==> config.mk <==
export PLATFORM = sky130hd
export DESIGN_NAME = video_pattern_gen
export DESIGN_NICKNAME = d
export VERILOG_FILES = /design/src/rtl/video_pattern_gen.sv
export SDC_FILE = /design/constraint.sdc
export NUM_CORES = 1
export LEC_CHECK = 0
export ABC_CLOCK_PERIOD_IN_PS = 3600
export CORE_AREA = 2 2 98 100
export CTS_CLUSTER_SIZE = 12
export DETAILED_ROUTE_END_ITERATION = 8
export DIE_AREA = 0 0 100 102
export GPL_ROUTABILITY_DRIVEN = 0
export PLACE_DENSITY = 0.68
export SLEW_MARGIN = 20
export SYNTH_ARGS = -nofsm -noshare
export SYNTH_HDL_FRONTEND = slang
export SYNTH_SLANG_ARGS = --single-unit
==> constraint.sdc <==
create_clock -name pixel_clk -period 3.6 [get_ports pixel_clk]
set_clock_uncertainty 0.1 [all_clocks]
set_input_delay 0.72 -clock pixel_clk [delete_from_list [all_inputs] [get_ports pixel_clk]]
set_output_delay 0.72 -clock pixel_clk [all_outputs]
set_load 0.02 [all_outputs]
==> src/rtl/video_pattern_gen.sv <==
// Video timing and RGB test-pattern generator: HS/VS/BLANK raster timing for any
// panel geometry plus a frame-synchronous selectable pattern, all outputs registered.
module video_pattern_gen #(
  parameter int HDISP    = 800,
  parameter int VDISP    = 480,
  parameter int HFP      = 40,
  parameter int HPULSE   = 48,
  parameter int HBP      = 40,
  parameter int VFP      = 13,
  parameter int VPULSE   = 3,
  parameter int VBP      = 29,
  parameter int CBITS    = 8,
  parameter bit SYNC_POL = 1'b0
) (
  input  logic                         pixel_clk,
  input  logic                         pixel_nrst,
  input  logic                         en,
  input  logic [1:0]                   mode,
  output logic                         HS,
  output logic                         VS,
  output logic                         BLANK,
  output logic [3*CBITS-1:0]           RGB,
  output logic [$clog2(HDISP)-1:0]     x,
  output logic [$clog2(VDISP)-1:0]     y,
  output logic                         frame_start
);

  localparam int HTOTAL = HFP + HPULSE + HBP + HDISP;
  localparam int VTOTAL = VFP + VPULSE + VBP + VDISP;
  localparam int HW     = $clog2(HTOTAL);
  localparam int VW     = $clog2(VTOTAL);
  localparam int XW     = $clog2(HDISP);
  localparam int YW     = $clog2(VDISP);

  localparam logic [HW-1:0] H_LAST  = HW'(HTOTAL - 1);
  localparam logic [HW-1:0] H_SYNC0 = HW'(HFP);
  localparam logic [HW-1:0] H_SYNC1 = HW'(HFP + HPULSE);
  localparam logic [HW-1:0] H_ACT   = HW'(HTOTAL - HDISP);
  localparam logic [HW-1:0] BAR_W   = HW'(HDISP / 8);
  localparam logic [VW-1:0] V_LAST  = VW'(VTOTAL - 1);
  localparam logic [VW-1:0] V_SYNC0 = VW'(VFP);
  localparam logic [VW-1:0] V_SYNC1 = VW'(VFP + VPULSE);
  localparam logic [VW-1:0] V_ACT   = VW'(VTOTAL - VDISP);

  logic [HW-1:0]      hcnt_q, hcnt_d;
  logic [VW-1:0]      vcnt_q, vcnt_d;
  logic [7:0]         frame_cnt_q, frame_cnt_d;
  logic [1:0]         mode_q, mode_d;
  logic               hs_q, hs_d, vs_q, vs_d, blank_q, blank_d, fs_q, fs_d;
  logic [3*CBITS-1:0] rgb_q, rgb_d, pix;
  logic [XW-1:0]      x_q, x_d;
  logic [YW-1:0]      y_q, y_d;

  logic               h_wrap, v_wrap, frame_top, active, chk;
  logic [HW-1:0]      xa, bar_raw;
  logic [VW-1:0]      ya;
  logic [2:0]         bar_idx;

  assign h_wrap    = (hcnt_q == H_LAST);
  assign v_wrap    = (vcnt_q == V_LAST);
  assign frame_top = (hcnt_q == '0) && (vcnt_q == '0);

  // Counters park at the frame origin while disabled so enabling always starts a clean frame.
  always_comb begin
    hcnt_d      = hcnt_q;
    vcnt_d      = vcnt_q;
    frame_cnt_d = frame_cnt_q;
    if (!en) begin
      hcnt_d      = '0;
      vcnt_d      = '0;
      frame_cnt_d = '0;
    end else begin
      hcnt_d = h_wrap ? '0 : hcnt_q + 1'b1;
      if (h_wrap) begin
        vcnt_d = v_wrap ? '0 : vcnt_q + 1'b1;
        if (v_wrap) frame_cnt_d = frame_cnt_q + 8'd1;
      end
    end
  end

  // Pattern select only moves at the frame origin, so a frame is never drawn with two patterns.
  assign mode_d = (!en || frame_top) ? mode : mode_q;

  assign active  = (hcnt_q >= H_ACT) && (vcnt_q >= V_ACT);
  assign xa      = hcnt_q - H_ACT;
  assign ya      = vcnt_q - V_ACT;
  assign bar_raw = xa / BAR_W;
  assign bar_idx = (bar_raw > HW'(7)) ? 3'd7 : bar_raw[2:0];
  assign chk     = 1'((32'(xa) >> 4) ^ (32'(ya) >> 4));

  // Bar order white..black maps onto the inverted bits of the bar index.
  always_comb begin
    pix = '0;
    case (mode_q)
      2'd0: pix = {{CBITS{~bar_idx[1]}}, {CBITS{~bar_idx[2]}}, {CBITS{~bar_idx[0]}}};
      2'd1: pix = {(3*CBITS){chk}};
      2'd2: pix = {3{CBITS'(xa)}};
      2'd3: pix = {CBITS'({frame_cnt_q, {CBITS{1'b0}}} >> 8), CBITS'(ya), {CBITS{1'b0}}};
      default: pix = '0;
    endcase
  end

  always_comb begin
    hs_d    = ~SYNC_POL;
    vs_d    = ~SYNC_POL;
    blank_d = 1'b0;
    rgb_d   = '0;
    x_d     = '0;
    y_d     = '0;
    fs_d    = 1'b0;
    if (en) begin
      if (hcnt_q >= H_SYNC0 && hcnt_q < H_SYNC1) hs_d = SYNC_POL;
      if (vcnt_q >= V_SYNC0 && vcnt_q < V_SYNC1) vs_d = SYNC_POL;
      fs_d    = frame_top;
      blank_d = active;
      if (active) begin
        rgb_d = pix;
        x_d   = XW'(xa);
        y_d   = YW'(ya);
      end
    end
  end

  always_ff @(posedge pixel_clk or negedge pixel_nrst) begin
    if (!pixel_nrst) begin
      hcnt_q      <= '0;
      vcnt_q      <= '0;
      frame_cnt_q <= '0;
      mode_q      <= '0;
      hs_q        <= ~SYNC_POL;
      vs_q        <= ~SYNC_POL;
      blank_q     <= 1'b0;
      rgb_q       <= '0;
      x_q         <= '0;
      y_q         <= '0;
      fs_q        <= 1'b0;
    end else begin
      hcnt_q      <= hcnt_d;
      vcnt_q      <= vcnt_d;
      frame_cnt_q <= frame_cnt_d;
      mode_q      <= mode_d;
      hs_q        <= hs_d;
      vs_q        <= vs_d;
      blank_q     <= blank_d;
      rgb_q       <= rgb_d;
      x_q         <= x_d;
      y_q         <= y_d;
      fs_q        <= fs_d;
    end
  end

  assign HS          = hs_q;
  assign VS          = vs_q;
  assign BLANK       = blank_q;
  assign RGB         = rgb_q;
  assign x           = x_q;
  assign y           = y_q;
  assign frame_start = fs_q;

endmodule
==> metrics.txt, run 1 <==
outcome=finished clean; largest net degree at the start of global routing=78; worst hold path type=in -> async; M2 GR Usage=between 30% and 40%; warnings from Yosys=0; Clk Latency, worst-skew pair=0.36 ns; Sw Ratio=a little over a quarter; Slew Viols, Final=0; post-synthesis mux area share=less than 1%; upper clock frequency limit=298.1 MHz; Antenna Nets Post-Route=0; Post-CTS Setup Inserts=0; sequential share of the synthesized area=a little under half; worst endpoint required time=about 3.8 ns; DR vias=roughly 3,600; total wire length=10.97 mm; htree depth=3; vias per cell=5.835; Post-synth ARST share=100.0%; nets@finish=521; max_slew headroom=35.32%; Logic pwr share=7.1%; pwr/cell area=353.0 nW/um2; Initial Util=46.26%; worst-margin pin slew=0.9702 ns; remaining global-route overflow=0; Pre-antenna DRT Iters=5; Mapped Cells=451; Switch Pwr=about 0.00046 W; R2R setup slack=0.25 ns; Post-route DRC=0; arrival time worst endpoint=3.52 ns; IO Count=52; clock slew seen by the registers of the worst setup and hold paths=approximately 0.090 ns; GRT met3 Usage=3.830%; main combinational cell family by area after synthesis=simple AND/OR/NAND/NOR gates; reg2reg path depth=11; CTS Sinks=77; Flop pwr share=between 50% and 60%; CTS Buffer Depth=2; fill count=838; number of synthesized flops with an enable pin=0; Area Overhead vs Synth=19.66%; detailed placement HPWL=7.611 mm; number of antenna diodes=0; post-synth cell types=70; GRT Max-Usage Layer=met2; DIE AREA=10,200 um2; min cycle time layout=3.354 ns; post-route clock period utilization=93.18%; mapped cell area=4214 um2; cell area after layout=5042 um2; max cap viols=0; commonest non-fill, non-tap cell in the layout=dfrtp_1; critical setup path kind=reg -> reg; CP endpoint kind=register; final setup vio count=0; drt initial violations=266; Total Routing Usage GR=22.56%; syn_area_per_cell=9.344 um2; worst r2r src=hcnt_q[8]; grt met1 use=between 20 and 30%; final core utilization=55.36%; setup_tns=0 ns; post-synth net total=468; Leak=approximately 2.2 nW; XOR/XNOR Fraction of Synth Area=5.374%; PortBufs=51; Core Area=9109 um2; Max FO, Critical Path=8; Chip Height=about 100 um; Worst Setup Start Kind=register; most frequent cells in the layout=dfrtp_1 (74), nor2_1 (52), clkdlybuf4s50_1 (50); post-synthesis simple-gate area fraction=21.02%; DIE WIDTH=100 um; Int Power=0.001316 W; first-pass GRT wire length=~18 mm; Most used DFF post-synth=dfrtp_1; vias in the first global route=between 3,000 and 4,000; number of synthesized register bits=77; fraction of power consumed by the clock network=between 40% and 50%; Hold Vio Cnt, Final=0; Worst VDD drop=0.2004 mV; CTS tree=yes; Placed Area=4800 um2; wire length per cell=17.69 um; final total power=0.001780 W; compound-cell area share of the yosys netlist=18.11%; Root Buffer Master=clkbuf_8; Crit Reg-Reg Endpoint=RGB[1]; unrepaired setup endpoints after global routing=false; area share of fa/ha/maj cells after synthesis=3.563%; share of cells above drive strength 1=a little under an eighth; row count=35; initial antenna violation count=0; number of CTS-inserted buffers=9
==> state kept, by name (all words and copies together), names as in the netlist <==
| signal | cells |
|---|---|
| RGB | 24 |
| hcnt_q | 10 |
| y | 9 |
| HS | 1 |
| mode_q | 2 |
| vcnt_q | 10 |
| BLANK | 1 |
| frame_start | 1 |
| VS | 1 |
| x | 10 |
| frame_cnt_q | 8 |
==> how the worst max path moves through the flow <==
| stage | startpoint | end | cells past startpoint |
|---|---|---|---|
| after floorplan | hcnt_q[7] | RGB[4] | 12 |
| after global placement | hcnt_q[8] | RGB[3] | 11 |
| after detailed placement | hcnt_q[8] | RGB[2] | 11 |
| after CTS | hcnt_q[8] | RGB[1] | 11 |
| after global routing | hcnt_q[7] | RGB[1] | 11 |
| final | hcnt_q[8] | RGB[1] | 11 |
==> power groups by stage <==
stage	Combinational, W	Clock, W	Sequential [W]
after floorplan	0.0000772	0	0.000902
after global placement	0.000123	0	0.000905
after detailed placement	0.000124	0	0.000907
after CTS	0.000125	0.000775	0.000890
after global routing	0.000141	0.000814	0.000892
final	0.000126	0.000764	0.000890
==> stage by stage <==
step	std cells	hold slack, ns	setup WS (ns)
2_1_floorplan	451	0.3244	0.4300
3_3_place_gp	604	0.4124	0.3983
3_5_place_dp	604	0.4190	0.2236
4_1_cts	620	0.4371	0.2261
5_1_grt	620	0.4663	0.01012
6_report	620	0.3980	0.2456
==> synth_stat cells, drive strengths merged (3+ instances only) <==
cell | n | share of area, %
xor2 | 13 | 2.9
o21a | 3 | 0.53
o31ai | 9 | 1.7
a211o | 3 | 0.62
o311a | 4 | 1.0
and2 | 11 | 1.7
a21o | 8 | 1.5
nor3 | 13 | 1.5
inv | 16 | 1.4
clkbuf | 17 | 2.0
and3 | 4 | 0.59
a21oi | 36 | 4.4
nand3 | 22 | 2.6
nand4 | 7 | 1.0
dfrtp | 75 | 45
buf | 6 | 1.4
a31oi | 3 | 0.45
nand2b | 5 | 0.74
nor2 | 54 | 4.9
xnor2 | 12 | 2.5
o21ai | 27 | 3.2
nor4 | 9 | 1.5
nor2b | 3 | 0.45
nand2 | 39 | 3.5
a211oi | 6 | 1.7
ha | 12 | 3.6
==> worst max-delay path, cell delays in order (launching register included) <==
cell      delay [ns]
dfrtp_2         0.43
inv_1           0.10
ha_1            0.33
nor4b_1         0.33
nand3_1         0.24
a211o_1         0.38
and2_4          0.19
a211o_1         0.28
a211oi_2        0.26
o311ai_1        0.14
o311a_2         0.21
nor4_1          0.26
==> cell type report <==
type | instances | area, um2 | area share [%]
clock inverter | 7 | 103.9 | 2.060
sequential | 77 | 1931 | 38.29
inverter | 17 | 63.81 | 1.266
multi-input combinational | 333 | 2061 | 40.87
tap | 111 | 138.9 | 2.754
timing repair buffer | 66 | 620.6 | 12.31
clock buffer | 9 | 123.9 | 2.457
==> timing repair <==
item | 4_1_cts | 5_1_grt
hold buffers | 0 | 0
resized for setup | 0 | 3
endpoints found under the setup margin | 0 | 12
==> per-layer routing <==
| layer | vias up | share of wire, % |
|---|---|---|
| li1 | 1684 | - |
| met1 | 1776 | 44 |
| met2 | 132 | 49 |
| met3 | 26 | 4.9 |
| met4 | 0 | 2.7 |
| met5 | - | 0 |
==> cells by family (layout without fill, tap and decap cells) <==
group,count (synthesis),count (layout)
AOI/OAI and AO/OA,114,114
DFF,77,77
buffers and inverters,41,99
and+or+nand+nor,180,180
xor gates and xnor gates,25,25
adders and majority gates,12,12
muxes,2,2
Power figures use the tool's default switching activity.
==> run 2: changes to the inputs <==
--- a/config.mk
+++ b/config.mk
@@ -12,6 +12,7 @@
 export DIE_AREA = 0 0 100 102
 export GPL_ROUTABILITY_DRIVEN = 0
 export PLACE_DENSITY = 0.68
+export REMOVE_ABC_BUFFERS = 1
 export SLEW_MARGIN = 20
 export SYNTH_ARGS = -nofsm -noshare
 export SYNTH_HDL_FRONTEND = slang
==> run 2 against run 1 <==
Against the previous run:
- first-iteration DRC count is 4.9% higher
- combinational power about the same
- count of clock-buffer cells in the layout did not move
- critical path type unchanged
==> metrics.txt, run 2 (same netlist as run 1, synthesis figures left out) <==
outcome=finished clean; Sw Ratio=28.15%; Core Area=9109 um2; arrival time worst endpoint=3.54 ns; worst-path cell chain=inv_1, ha_1, xnor2_1, buf_4, nor3_1, a21oi_1, a211o_1, a211oi_4, o311ai_1, o311a_2, nor4_1; Crit Reg-Reg Endpoint=RGB[2]; share of cells above drive strength 1=11.42%; critical setup path kind=reg -> reg; Antenna Nets Post-Route=0; CP max stage cell=nor3_1; post-route clock period utilization=between 90% and 100%; number of CTS-inserted buffers=9; Int Power=0.001182 W; Post-route DRC=0; Logic pwr share=7.5%; initial antenna violation count=0; Pre-antenna DRT Iters=5; Worst Setup Start Kind=register; Switch Pwr=between 0.0004 and 0.0005 W; DIE AREA=between 10,000 and 15,000 um2; max cap viols=0; CP endpoint=RGB[2]; max reg flops=24; Leak=2.224 nW; Total Routing Usage GR=around 22%; CTS Buffer Depth=2; remaining global-route overflow=0; Critical path origin=hcnt_q[8]; row count=35; Worst VDD drop=0.1734 mV; vias per cell=roughly 5.9; setup_tns=0 ns; GRT met3 Usage=roughly 3.3%; largest stage delay on the critical path=0.61 ns; wire length per cell=17.19 um; grt met1 use=30.31%; final setup vio count=0; detailed placement HPWL=7.730 mm; total wire length=about 11 mm; Initial Util=46.26%; worst hold path type=in -> async; upper clock frequency limit=approximately 300 MHz; DIE WIDTH=~100 um; commonest non-fill, non-tap cell in the layout=dfrtp_1; Clk Latency, worst-skew pair=0.36 ns; unrepaired setup endpoints after global routing=false; CP endpoint kind=register; max_slew headroom=38.07%; drt initial violations=279; GRT Max-Usage Layer=met2; PortBufs=51; first-pass GRT wire length=17.73 mm; most frequent cells in the layout=dfrtp_1 (74), nor2_1 (52), clkdlybuf4s50_1 (50); Flop pwr share=about 54%; Root Buffer Master=clkbuf_8; CTS tree=yes; worst-margin pin slew=0.9290 ns; cell area after layout=4995 um2; worst r2r src=hcnt_q[8]; vias in the first global route=roughly 3,500; Chip Height=102 um; nets@finish=520; Slew Viols, Final=0; number of antenna diodes=0; IO Count=52; R2R setup slack=0.20 ns; DR vias=3,653; Placed Area=4785 um2; Max FO, Critical Path=10; M2 GR Usage=35.14%; clock slew seen by the registers of the worst setup and hold paths=roughly 0.10 ns; largest net degree at the start of global routing=78; htree depth=3; pwr/cell area=329.4 nW/um2; reg2reg path depth=11; fraction of power consumed by the clock network=38.3%; worst endpoint required time=approximately 3.7 ns; Area Overhead vs Synth=18.53%; CTS Sinks=77; min cycle time layout=3.399 ns; Hold Vio Cnt, Final=0
[run 2: per-layer routing]
metal,part of all wire (%),up-vias
li1,-,1688
met2,46,183
met4,2.7,0
met5,0,-
met3,6.8,33
met1,44,1749
[run 2: worst min-delay path by stage]
stage / endpoint / slack, ns
finish: frame_cnt_q[5] / 0.40
floorplan: BLANK / 0.32
detailed placement: vcnt_q[9] / 0.42
global route: RGB[22] / 0.47
CTS: RGB[22] / 0.44
global placement: vcnt_q[9] / 0.41
[run 2: cell type report]
class	count	area, um2
inverter	17	63.81
multi-input combinational	333	2062
clock buffer	9	123.9
timing repair buffer	65	613.1
fill	834	4114
tap	111	138.9
sequential	77	1931
clock inverter	7	62.56
[run 2: repair_timing]
action,in CTS,in global routing
endpoints found under the setup margin,0,9
resized for setup,0,3
setup buffers,0,1
hold buffers,0,0
[run 2: worst max-delay path, delay by kind of cell, from the launching register on]
family          cells  cell delay [ns]
buf+inv             2             0.28
simple gates        2             0.90
compound gates      5             1.22
xor+xnor            1             0.13
fa+ha+maj           1             0.23
flops               1             0.42
[run 2: through the flow]
step                      total power, W  instances  hold WS (ns)  utilization [%]  worst slack, ns
after floorplan                0.0009734        427        0.3244                -           0.4036
after global placement          0.001029        602        0.4135            52.53           0.3502
after detailed placement        0.001031        602        0.4193            52.53           0.2052
after CTS                       0.001654        618        0.4393            54.57           0.1641
after global routing            0.001714        619        0.4691            54.84          0.01787
final                           0.001645        619        0.3987            54.84           0.2009
[run 2: power groups by stage]
stage / Clock, W / Combinational [W] / Sequential, W
finish: 0.000630 / 0.000124 / 0.000892
global route: 0.000681 / 0.000139 / 0.000894
CTS: 0.000639 / 0.000124 / 0.000891
detailed placement: 0 / 0.000123 / 0.000908
global placement: 0 / 0.000121 / 0.000908
floorplan: 0 / 0.0000681 / 0.000905
==> run 3: changes to the inputs <==
--- a/config.mk
+++ b/config.mk
@@ -5,12 +5,14 @@
 export SDC_FILE = /design/constraint.sdc
 export NUM_CORES = 1
 export LEC_CHECK = 0
+export ABC_AREA = 1
 export ABC_CLOCK_PERIOD_IN_PS = 3600
-export CORE_AREA = 2 2 98 100
+export CORE_AREA = 2 2 96 98
 export CTS_CLUSTER_SIZE = 12
 export DETAILED_ROUTE_END_ITERATION = 8
-export DIE_AREA = 0 0 100 102
+export DIE_AREA = 0 0 98 100
 export GPL_ROUTABILITY_DRIVEN = 0
+export HOLD_SLACK_MARGIN = 0.08
 export PLACE_DENSITY = 0.68
 export REMOVE_ABC_BUFFERS = 1
 export SLEW_MARGIN = 20
==> run 3 against run 2 <==
Against the previous run:
- global-route usage is 1.6 points lower
- design area is 2.9% lower
- non-clock buffer count is 9 lower
- final cell count is 3.4% higher
- fmax is 6.3% higher
- core utilization is 0.28 points lower
- sequential power hardly changed
- total power is 5.0% higher
- register-to-register slack better by 0.20 ns
- setup slack better by 0.20 ns
- worst hold slack worse by 0.034 ns
==> metrics.txt, run 3 <==
outcome=finished clean; remaining global-route overflow=0; CTS Sinks=77; Chip Height=100 um; CP max stage cell=dfrtp_1; worst hold path type=reg -> reg; commonest non-fill, non-tap cell in the layout=nand2_1; arrival time worst endpoint=between 3 and 4 ns; syn_area_per_cell=8.554 um2; Flop pwr share=51.6%; vias per cell=between 5 and 6; detailed placement HPWL=6.844 mm; pwr/cell area=356.4 nW/um2; fill count=836; min cycle time layout=3.198 ns; number of synthesized flops with an enable pin=0; top cells by area, synth=dfrtp_1 (47%), nand2_1 (7.3%), nor2_1 (5.6%); Pre-antenna DRT Iters=4; upper clock frequency limit=312.7 MHz; wire length per cell=~15 um; htree depth=3; Sw Ratio=25.87%; Core Area=8890 um2; Initial Util=between 40% and 50%; CTS tree=yes; mapped cell area=3986 um2; IO Count=52; DR vias=3,289; max_slew headroom=38.23%; clock slew seen by the registers of the worst setup and hold paths=0.08 ns; CTS Buffer Depth=2; cell area after layout=between 4000 and 5000 um2; fraction of power consumed by the clock network=40.8%; Switch Pwr=between 0.0004 and 0.0005 W; Placed Area=4633 um2; max reg flops=24; CP endpoint kind=register; Placement Setup Slack=0.4429 ns; Total Routing Usage GR=20.29%; Leak=about 2.2 nW; PortBufs=51; final setup vio count=0; nets@finish=~540; largest stage delay on the critical path=0.60 ns; post-route clock period utilization=88.83%; Mapped Cells=approximately 470; Final Worst Setup Slack=0.4020 ns; main combinational cell family by area after synthesis=simple AND/OR/NAND/NOR gates; DP Cell Count=624; post-synth top area cell=dfrtp_1; drt initial violations=144; sequential share of the synthesized area=approximately 48%; Worst VDD drop=0.1892 mV; unrepaired setup endpoints after global routing=false; worst-margin pin slew=0.9266 ns; Hold Vio Cnt, Final=0; number of synthesized register bits=77; number of antenna diodes=0; row count=35; Worst Setup Start Kind=register; Post-route DRC=0; max cap viols=0; Int Power=0.001281 W; Antenna Nets Post-Route=0; Max FO, Critical Path=12; Most used DFF post-synth=dfrtp_1; warnings from Yosys=0; Logic pwr share=7.7%; share of cells above drive strength 1=between 10% and 20%; Slew Viols, Final=0; most frequent cells in the layout=nand2_1 (78), dfrtp_1 (75), nor2_1 (59); vias in the first global route=3,194; Area Overhead vs Synth=21.66%; post-synth cell types=35; Post-CTS Setup Inserts=0; DIE AREA=between 9000 and 10,000 um2; DIE WIDTH=98 um; setup_tns=0 ns; XOR/XNOR Fraction of Synth Area=1.318%; worst-path cell chain=inv_2, ha_1, inv_1, nand2_1, nand2_1, inv_1, nand2_4, nand2_4, a21oi_2, nand3_4, nand2_4, nor2_2, a21oi_4, nand3_4, o211ai_1, a21oi_4, nand2_4, a21oi_2; worst endpoint required time=about 3.7 ns; number of CTS-inserted buffers=9; largest net degree at the start of global routing=just under 80; first-pass GRT wire length=15.61 mm; post-synthesis mux area share=0.2825%; most numerous cell in the Yosys netlist=nand2_1; Post-synth ARST share=100.0%; Top delay family on crit path=simple AND/OR/NAND/NOR gates; final core utilization=54.55%; initial antenna violation count=0; most frequent cells after synthesis=nand2_1 (78), dfrtp_1 (75), nor2_1 (59); post-synthesis simple-gate area fraction=25.49%; compound-cell area share of the yosys netlist=14.16%; Final Instance Count excl. Fillers=640; post-CTS sizing=0; area share of the largest cell type after synthesis=between 40% and 50%; critical setup path kind=reg -> reg; area share of fa/ha/maj cells after synthesis=3.766%; Clk Latency, worst-skew pair=between 0.3 and 0.4 ns; Buf/Inv on CP=3; total wire length=roughly 9.3 mm; Root Buffer Master=clkbuf_8; CP most frequent cell=nand2_4; hold_buf cts=0
## run 3: layout make-up
type / instances / area, um2 / area share (%)
clock buffer: 11 / 151.4 / 3.122
clock inverter: 5 / 65.06 / 1.342
inverter: 60 / 225.2 / 4.644
multi-input combinational: 320 / 1794 / 37.00
sequential: 77 / 1929 / 39.78
tap: 111 / 138.9 / 2.864
timing repair buffer: 56 / 545.5 / 11.25
## run 3: routing by layer
layer	up-vias	part of all wire [%]	track usage, %	wire (um)
li1	1650	-	-	-
met1	1551	47	27.00	4352
met2	73	47	33.19	4440
met3	15	3.8	3.412	359
met4	0	2.1	8.440	197
met5	-	0	0	0
## run 3: power groups by stage
stage	Clock, W	Sequential (W)	Combinational [W]
4_1_cts	0.000713	0.000891	0.000133
3_3_place_gp	0	0.000907	0.000132
6_report	0.000705	0.000891	0.000132
3_5_place_dp	0	0.000908	0.000132
5_1_grt	0.000748	0.000894	0.000151
2_1_floorplan	0	0.000906	0.0000784
## run 3: final timing paths
check / cells past startpoint / slack (ns) / startpoint / to
setup reg to reg: 18 / 0.40 / hcnt_q[7] / RGB[5]
hold reg to reg: 1 / 0.36 / hcnt_q[0] / hcnt_q[0]
min in group asynchronous: 1 / 0.39 / pixel_nrst / frame_cnt_q[6]
hold / removal: 1 / 0.36 / hcnt_q[0] / hcnt_q[0]
setup / recovery: 18 / 0.40 / hcnt_q[7] / RGB[5]
max in group asynchronous: 1 / 2.41 / pixel_nrst / hcnt_q[8]
## run 3: cell families after synthesis
family | Yosys count
fa+ha+maj | 12
mux | 1
xor+xnor | 6
compound gates | 91
buf+inv | 69
flops | 77
simple gates | 210
## run 3: through the flow
stage | hold slack [ns] | power, W
after floorplan | 0.3244 | 0.0009847
after global placement | 0.3498 | 0.001039
after detailed placement | 0.3561 | 0.001041
after CTS | 0.3671 | 0.001738
after global routing | 0.3872 | 0.001793
final | 0.3644 | 0.001728
